<file path="config.mk">
export PLATFORM = sky130hd
export DESIGN_NAME = grid_color_pipe
export DESIGN_NICKNAME = d
export VERILOG_FILES = /design/src/rtl/grid_color_pipe.sv
export SDC_FILE = /design/constraint.sdc
export NUM_CORES = 1
export LEC_CHECK = 0
export CAP_MARGIN = 40
export CORE_ASPECT_RATIO = 1.75
export CORE_MARGIN = 3
export CORE_UTILIZATION = 50
export DETAILED_ROUTE_END_ITERATION = 8
export GPL_ROUTABILITY_DRIVEN = 0
export PLACE_DENSITY = 0.79
export SETUP_SLACK_MARGIN = 0.15
export SYNTH_ARGS = -nofsm -noshare
export SYNTH_HDL_FRONTEND = slang
export SYNTH_SLANG_ARGS = --single-unit
</file>
<file path="constraint.sdc">
create_clock -name clk -period 2.4 [get_ports clk]
set_clock_uncertainty 0.2 [all_clocks]
set_input_delay 0.36 -clock clk [delete_from_list [all_inputs] [get_ports clk]]
set_output_delay 0.36 -clock clk [all_outputs]
set_load 0.05 [all_outputs]
</file>
<file path="src/rtl/grid_color_pipe.sv">
// Two-stage pixel colour pipeline: prioritised board-memory source select, writable palette,
// blinking cursor overlay and blanking to black.
module grid_color_pipe #(
  parameter int unsigned          NUM_SRC       = 2,
  parameter int unsigned          DATA_W        = 2,
  parameter int unsigned          COLOR_W       = 12,
  parameter int unsigned          BLINK_HALF    = 30,
  parameter logic [COLOR_W-1:0]   DEFAULT_COLOR = 12'h8cf,
  parameter logic [COLOR_W-1:0]   CURSOR_COLOR  = 12'h0c0,
  localparam int unsigned         SEL_W         = (NUM_SRC > 1) ? $clog2(NUM_SRC) : 1
) (
  input  logic                        clk,
  input  logic                        reset,
  input  logic [NUM_SRC*DATA_W-1:0]   src_data,
  input  logic [NUM_SRC-1:0]          src_oe,
  input  logic                        pix_valid,
  input  logic                        cursor_on,
  input  logic                        frame_tick,
  input  logic                        pal_we,
  input  logic [SEL_W+DATA_W-1:0]     pal_addr,
  input  logic [COLOR_W-1:0]          pal_wdata,
  output logic [COLOR_W-1:0]          grid_color,
  output logic                        grid_valid
);

  localparam int unsigned CODES   = 1 << DATA_W;
  localparam int unsigned DEPTH   = NUM_SRC * CODES;
  localparam int unsigned BLINK_W = $clog2(BLINK_HALF) + 1;
  localparam logic [SEL_W:0] NUM_SRC_L = (SEL_W+1)'(NUM_SRC);

  function automatic logic [COLOR_W-1:0] pal_default(input int unsigned src, input int unsigned code);
    logic [COLOR_W-1:0] c;
    c = DEFAULT_COLOR;
    if (src == 0) begin
      if (code == 0 || code == 1)      c = COLOR_W'(12'h8cf);
      else if (code == 2 || code == 3) c = COLOR_W'(12'h777);
    end else if (src == 1) begin
      if (code == 0 || code == 2)      c = COLOR_W'(12'h8cf);
      else if (code == 1)              c = COLOR_W'(12'hfff);
      else if (code == 3)              c = COLOR_W'(12'hf00);
    end
    return c;
  endfunction

  logic [COLOR_W-1:0] pal [DEPTH];

  logic [SEL_W-1:0]  sel_c;
  logic [DATA_W-1:0] code_c;
  logic              any_c;

  logic [SEL_W-1:0]  s1_sel;
  logic [DATA_W-1:0] s1_code;
  logic              s1_any, s1_cursor, s1_valid;

  logic [BLINK_W-1:0] blink_cnt;
  logic               blink_vis;

  logic [SEL_W-1:0] wr_sel;
  logic             wr_ok;

  assign wr_sel = pal_addr[SEL_W+DATA_W-1 -: SEL_W];
  assign wr_ok  = pal_we && ({1'b0, wr_sel} < NUM_SRC_L);

  // Scan upward and latch only the first enabled source, giving lowest index priority.
  always_comb begin
    sel_c  = '0;
    code_c = '0;
    any_c  = 1'b0;
    for (int unsigned i = 0; i < NUM_SRC; i++) begin
      if (src_oe[i] && !any_c) begin
        sel_c  = SEL_W'(i);
        code_c = src_data[i*DATA_W +: DATA_W];
        any_c  = 1'b1;
      end
    end
  end

  always_ff @(posedge clk) begin
    if (reset) begin
      for (int unsigned s = 0; s < NUM_SRC; s++)
        for (int unsigned c = 0; c < CODES; c++)
          pal[s*CODES + c] <= pal_default(s, c);
    end else if (wr_ok) begin
      pal[pal_addr] <= pal_wdata;
    end
  end

  always_ff @(posedge clk) begin
    if (reset) begin
      s1_sel    <= '0;
      s1_code   <= '0;
      s1_any    <= 1'b0;
      s1_cursor <= 1'b0;
      s1_valid  <= 1'b0;
    end else begin
      s1_sel    <= sel_c;
      s1_code   <= code_c;
      s1_any    <= any_c;
      s1_cursor <= cursor_on;
      s1_valid  <= pix_valid;
    end
  end

  // Palette read sees pre-edge contents, so a same-edge write is not yet visible.
  always_ff @(posedge clk) begin
    if (reset) begin
      grid_color <= '0;
      grid_valid <= 1'b0;
    end else begin
      grid_valid <= s1_valid;
      if (!s1_valid)                   grid_color <= '0;
      else if (s1_cursor && blink_vis) grid_color <= CURSOR_COLOR;
      else if (!s1_any)                grid_color <= DEFAULT_COLOR;
      else                             grid_color <= pal[{s1_sel, s1_code}];
    end
  end

  always_ff @(posedge clk) begin
    if (reset) begin
      blink_cnt <= '0;
      blink_vis <= 1'b1;
    end else if (frame_tick) begin
      if (blink_cnt == BLINK_W'(BLINK_HALF - 1)) begin
        blink_cnt <= '0;
        blink_vis <= ~blink_vis;
      end else begin
        blink_cnt <= blink_cnt + 1'b1;
      end
    end
  end

endmodule

</file>
==> metrics.txt <==
# TYPE chip_impl_metric gauge
chip_impl_metric{name="total_leakage_power",unit="nW"} 2.17
chip_impl_info{name="tritoncts",value="built"} 1
chip_impl_metric{name="achievable_frequency",unit="GHz"} 0.480
chip_impl_metric{name="drt_drc_violations_left",unit=""} 0
chip_impl_info{name="timing.critical_path.cells",value="clkdlybuf4s50_1"} 1
chip_impl_metric{name="number_of_inserted_diodes",unit=""} 0
chip_impl_metric{name="place.detailed.hpwl",unit="um"} 7680
chip_impl_metric{name="cap_viol_max_count",unit=""} 0
chip_impl_metric{name="clock_tree.htree_level_count",unit=""} 4
chip_impl_metric{name="cts.sinks",unit=""} 122
chip_impl_metric{name="regArea",unit="um^2"} 3400
chip_impl_metric{name="gr-usage-all-layers",unit=""} 0.208
chip_impl_metric{name="mappedNetlistArea",unit="um^2"} 5240
chip_impl_metric{name="dieWidth",unit="um"} 83.4
chip_impl_metric{name="area_growth_syn_to_layout",unit="%"} 22.0
chip_impl_metric{name="final-hold-violation-count",unit=""} 0
chip_impl_metric{name="grt_pass1_vias",unit=""} 3391
chip_impl_metric{name="pin_count_of_the_biggest_net_entering_global_routing",unit=""} 23
chip_impl_metric{name="postSynthRegisterBits",unit=""} 122
chip_impl_metric{name="postPlaceCellArea",unit="um^2"} 5860
chip_impl_metric{name="timing_worst_slew_pin_value",unit="ns"} 0.503
chip_impl_metric{name="start_util",unit=""} 0.523
chip_impl_metric{name="global_route_wire_length_before_repair",unit="um"} 18100
chip_impl_metric{name="ioPinCount",unit=""} 40
chip_impl_info{name="critical_path.top_delay_family",value="buffers and inverters"} 1
chip_impl_metric{name="critical-path-max-stage-delay",unit="ns"} 0.79
chip_impl_metric{name="share_of_post_route_cells_with_drive_strength_above_1",unit=""} 0.212
chip_impl_metric{name="final.min_clock_period",unit="ns"} 2.08
chip_impl_metric{name="dieHeight",unit="um"} 141
chip_impl_metric{name="ys_types",unit=""} 39
chip_impl_metric{name="first_drt_iteration_drcs",unit=""} 254
chip_impl_info{name="worstHoldPathType",value="reg2reg"} 1
chip_impl_info{name="critical_path_class",value="reg2out"} 1
chip_impl_metric{name="totalNegativeSetupSlack",unit="ns"} 0
chip_impl_metric{name="cts-root-to-sink-buffers",unit=""} 2
chip_impl_metric{name="required",unit="ns"} 1.84
chip_impl_metric{name="first_pass_iters",unit=""} 5
chip_impl_metric{name="total_setup_violations_reported_at_the_end_of_the_flow",unit=""} 0
chip_impl_metric{name="num_vias",unit=""} 3180
chip_impl_info{name="yosys.area.top_type",value="edfxtp_1"} 1
chip_impl_metric{name="area_taken_by_multi_input_logic_gates",unit="um^2"} 1730
chip_impl_metric{name="avgRoutedWirePerCell",unit="um"} 20.2
chip_impl_metric{name="comb_power_share",unit=""} 0.075
chip_impl_metric{name="timing.max_slew.rel_slack",unit=""} 0.664
chip_impl_info{name="rsz0062_at_grt",value="no"} 1
chip_impl_metric{name="syn_area_per_cell",unit="um^2"} 14.4
chip_impl_metric{name="nNetsFinal",unit=""} 454
chip_impl_info{name="timing.critical_path.to_type",value="primary output"} 1
chip_impl_metric{name="pwr-share-clk",unit=""} 0.447
chip_impl_metric{name="post_cts_sizing",unit=""} 0
chip_impl_metric{name="die-area",unit="um^2"} 11800
chip_impl_metric{name="cts_setup_buffers",unit=""} 0
chip_impl_info{name="hold_path.startpoint",value="blink_cnt[5]"} 1
chip_impl_metric{name="crit_fanout",unit=""} 1
chip_impl_metric{name="synth.top_cell.area_share",unit=""} 0.550
chip_impl_metric{name="placementRows",unit=""} 48
chip_impl_metric{name="post-route-util",unit=""} 0.638
chip_impl_metric{name="seq_power_share",unit=""} 0.479
chip_impl_metric{name="syn-instance-count",unit=""} 365
chip_impl_metric{name="clkSlewWorstSetupHoldPaths",unit="ns"} 0.05
chip_impl_metric{name="core_area",unit="um^2"} 10000
chip_impl_info{name="root_buffer",value="clkbuf_16"} 1
chip_impl_metric{name="switchingPower",unit="mW"} 1.14
chip_impl_info{name="timing.critical_path.slowest_stage_cell",value="clkdlybuf4s50_1"} 1
chip_impl_metric{name="power.internal",unit="mW"} 3.98
chip_impl_metric{name="place.port_buffers",unit=""} 39
chip_impl_metric{name="antenna_found_initial",unit=""} 0
chip_impl_metric{name="clock_insertion_delay_worst_skew",unit="ns"} 0.42
chip_impl_info{name="critPathLaunchType",value="register"} 1
chip_impl_metric{name="synth_seq_area_share",unit=""} 0.649
chip_impl_metric{name="vdd_ir_drop_max",unit="uV"} 474
chip_impl_metric{name="areal_power_density_over_the_cells",unit="nW/um^2"} 802
chip_impl_info{name="run_status",value="completed"} 1
chip_impl_metric{name="wirelength",unit="um"} 11400
chip_impl_metric{name="vias_per_cell",unit=""} 5.65
chip_impl_metric{name="cp_num_buf_inv",unit=""} 1
chip_impl_metric{name="final-max-slew-violation-count",unit=""} 0
chip_impl_metric{name="tritoncts.num_buffers",unit=""} 17
chip_impl_metric{name="syn-num-nets",unit=""} 394
chip_impl_metric{name="netSwitchingFraction",unit=""} 0.223
chip_impl_metric{name="holdBufCountCts",unit=""} 0
chip_impl_info{name="crit_path_start",value="grid_color[6]"} 1
chip_impl_info{name="synth.area.top_cells",value="edfxtp_1, dfxtp_1, mux4_2"} 1
chip_impl_metric{name="worst-endpoint-arrival",unit="ns"} 1.52
chip_impl_metric{name="ys.warnings.count",unit=""} 0
chip_impl_metric{name="detail-route-antenna-nets",unit=""} 0
chip_impl_metric{name="filler_cell_count",unit=""} 715
chip_impl_metric{name="grt_overflow",unit=""} 0
chip_impl_metric{name="postLayoutCellArea",unit="um^2"} 6390
chip_impl_metric{name="period_share",unit=""} 0.868
-- cell type report --
cell class | instances | share of cell area
flip-flops and latches | 122 | 0.532
multi-input cells | 222 | 0.271
repair buffers | 59 | 0.0865
clock buffers | 18 | 0.0671
well taps | 125 | 0.0245
clock inverters | 14 | 0.0168
inverters | 3 | 0.00176
-- cell usage in the layout, fill, tap and decap left out, types with 3 or more instances in the layout --
cell	count
clkinv_2	7
nand2b_1	47
nor2b_1	6
mux2_2	14
nand2_1	10
a31oi_1	6
buf_4	19
nor2_1	18
xor2_1	3
dfxtp_1	25
or2_2	8
mux4_2	17
a22oi_1	8
clkinvlp_4	4
clkdlybuf4s50_1	39
nand3_1	5
nor3_1	4
clkbuf_16	17
and2_1	34
mux2i_1	5
edfxtp_1	96
or3_1	19
inv_1	3
-- synthesized netlist by cell type, drive strengths merged --
master and count:
o21bai 1, ha 2, nor3 5, edfxtp 96, clkbuf 7, xor2 3, nor4 1, a21boi 1
nor2b 6, buf 11, and2 34, a31oi 6, a41oi 1, nand4b 1, or3 19, nand3 5
a211oi 1, nand4 2, inv 3, nand2b 47, mux2 14, mux4 17, or3b 2, nand2 10
mux2i 5, dfxtp 26, o21ai 2, a22oi 8, xnor2 1, nor2 18, or2 8, nand3b 1
a21oi 1
-- cells by family (layout without fill, tap and decap cells) --
kind of cell / Yosys count / count (layout) / share of synthesized area
AND/OR/NAND/NOR: 159 / 159 / 0.178
flip-flops: 122 / 122 / 0.649
multiplexers: 36 / 36 / 0.113
AO/OA/AOI/OAI: 21 / 21 / 0.0274
buffers and inverters: 21 / 94 / 0.0217
XOR/XNOR: 4 / 4 / 0.00668
adder cells (fa/ha/maj): 2 / 2 / 0.00477
-- layer usage --
| layer | wire, um | vias up | track usage |
|---|---|---|---|
| met1 | 3990 | 1559 | 0.218 |
| met3 | 610 | 41 | 0.0500 |
| li1 | - | 1456 | - |
| met5 | 0 | - | 0 |
| met4 | 465 | 0 | 0.129 |
| met2 | 6300 | 124 | 0.373 |
-- path summary, 6_finish.rpt --
| check | end | slack [ns] | cells after the start |
|---|---|---|---|
| hold / removal | blink_cnt[5] | 0.30 | 2 |
| setup / recovery | grid_color[6] | 0.32 | 1 |
| setup reg to reg | grid_color[9] | 0.51 | 4 |
| hold reg to reg | blink_cnt[5] | 0.30 | 2 |
-- sequential cells by signal, indices dropped and copies added (netlist names), named ones only --
signal,flops
s1_valid,1
pal,96
blink_cnt,6
s1_cursor,1
grid_color,12
s1_any,1
grid_valid,1
blink_vis,1
-- per-stage QoR --
step	worst slack (ns)	hold WS (ns)	power (mW)	cells
final	0.317	0.301	5.13	563
after floorplan	0.467	0.253	2.70	365
after CTS	0.296	0.303	5.15	563
after global placement	0.0772	0.265	2.85	531
after global routing	0.286	0.315	5.27	563
after detailed placement	0.0294	0.294	2.87	531
-- power groups by stage --
| stage | combinational (mW) | sequential [mW] | clock (mW) |
|---|---|---|---|
| floorplan | 0.214 | 2.49 | 0 |
| global placement | 0.367 | 2.49 | 0 |
| detailed placement | 0.378 | 2.49 | 0 |
| CTS | 0.384 | 2.45 | 2.31 |
| global route | 0.409 | 2.46 | 2.40 |
| finish | 0.382 | 2.45 | 2.29 |
No activity file was read; power rests on OpenSTA's default activity.
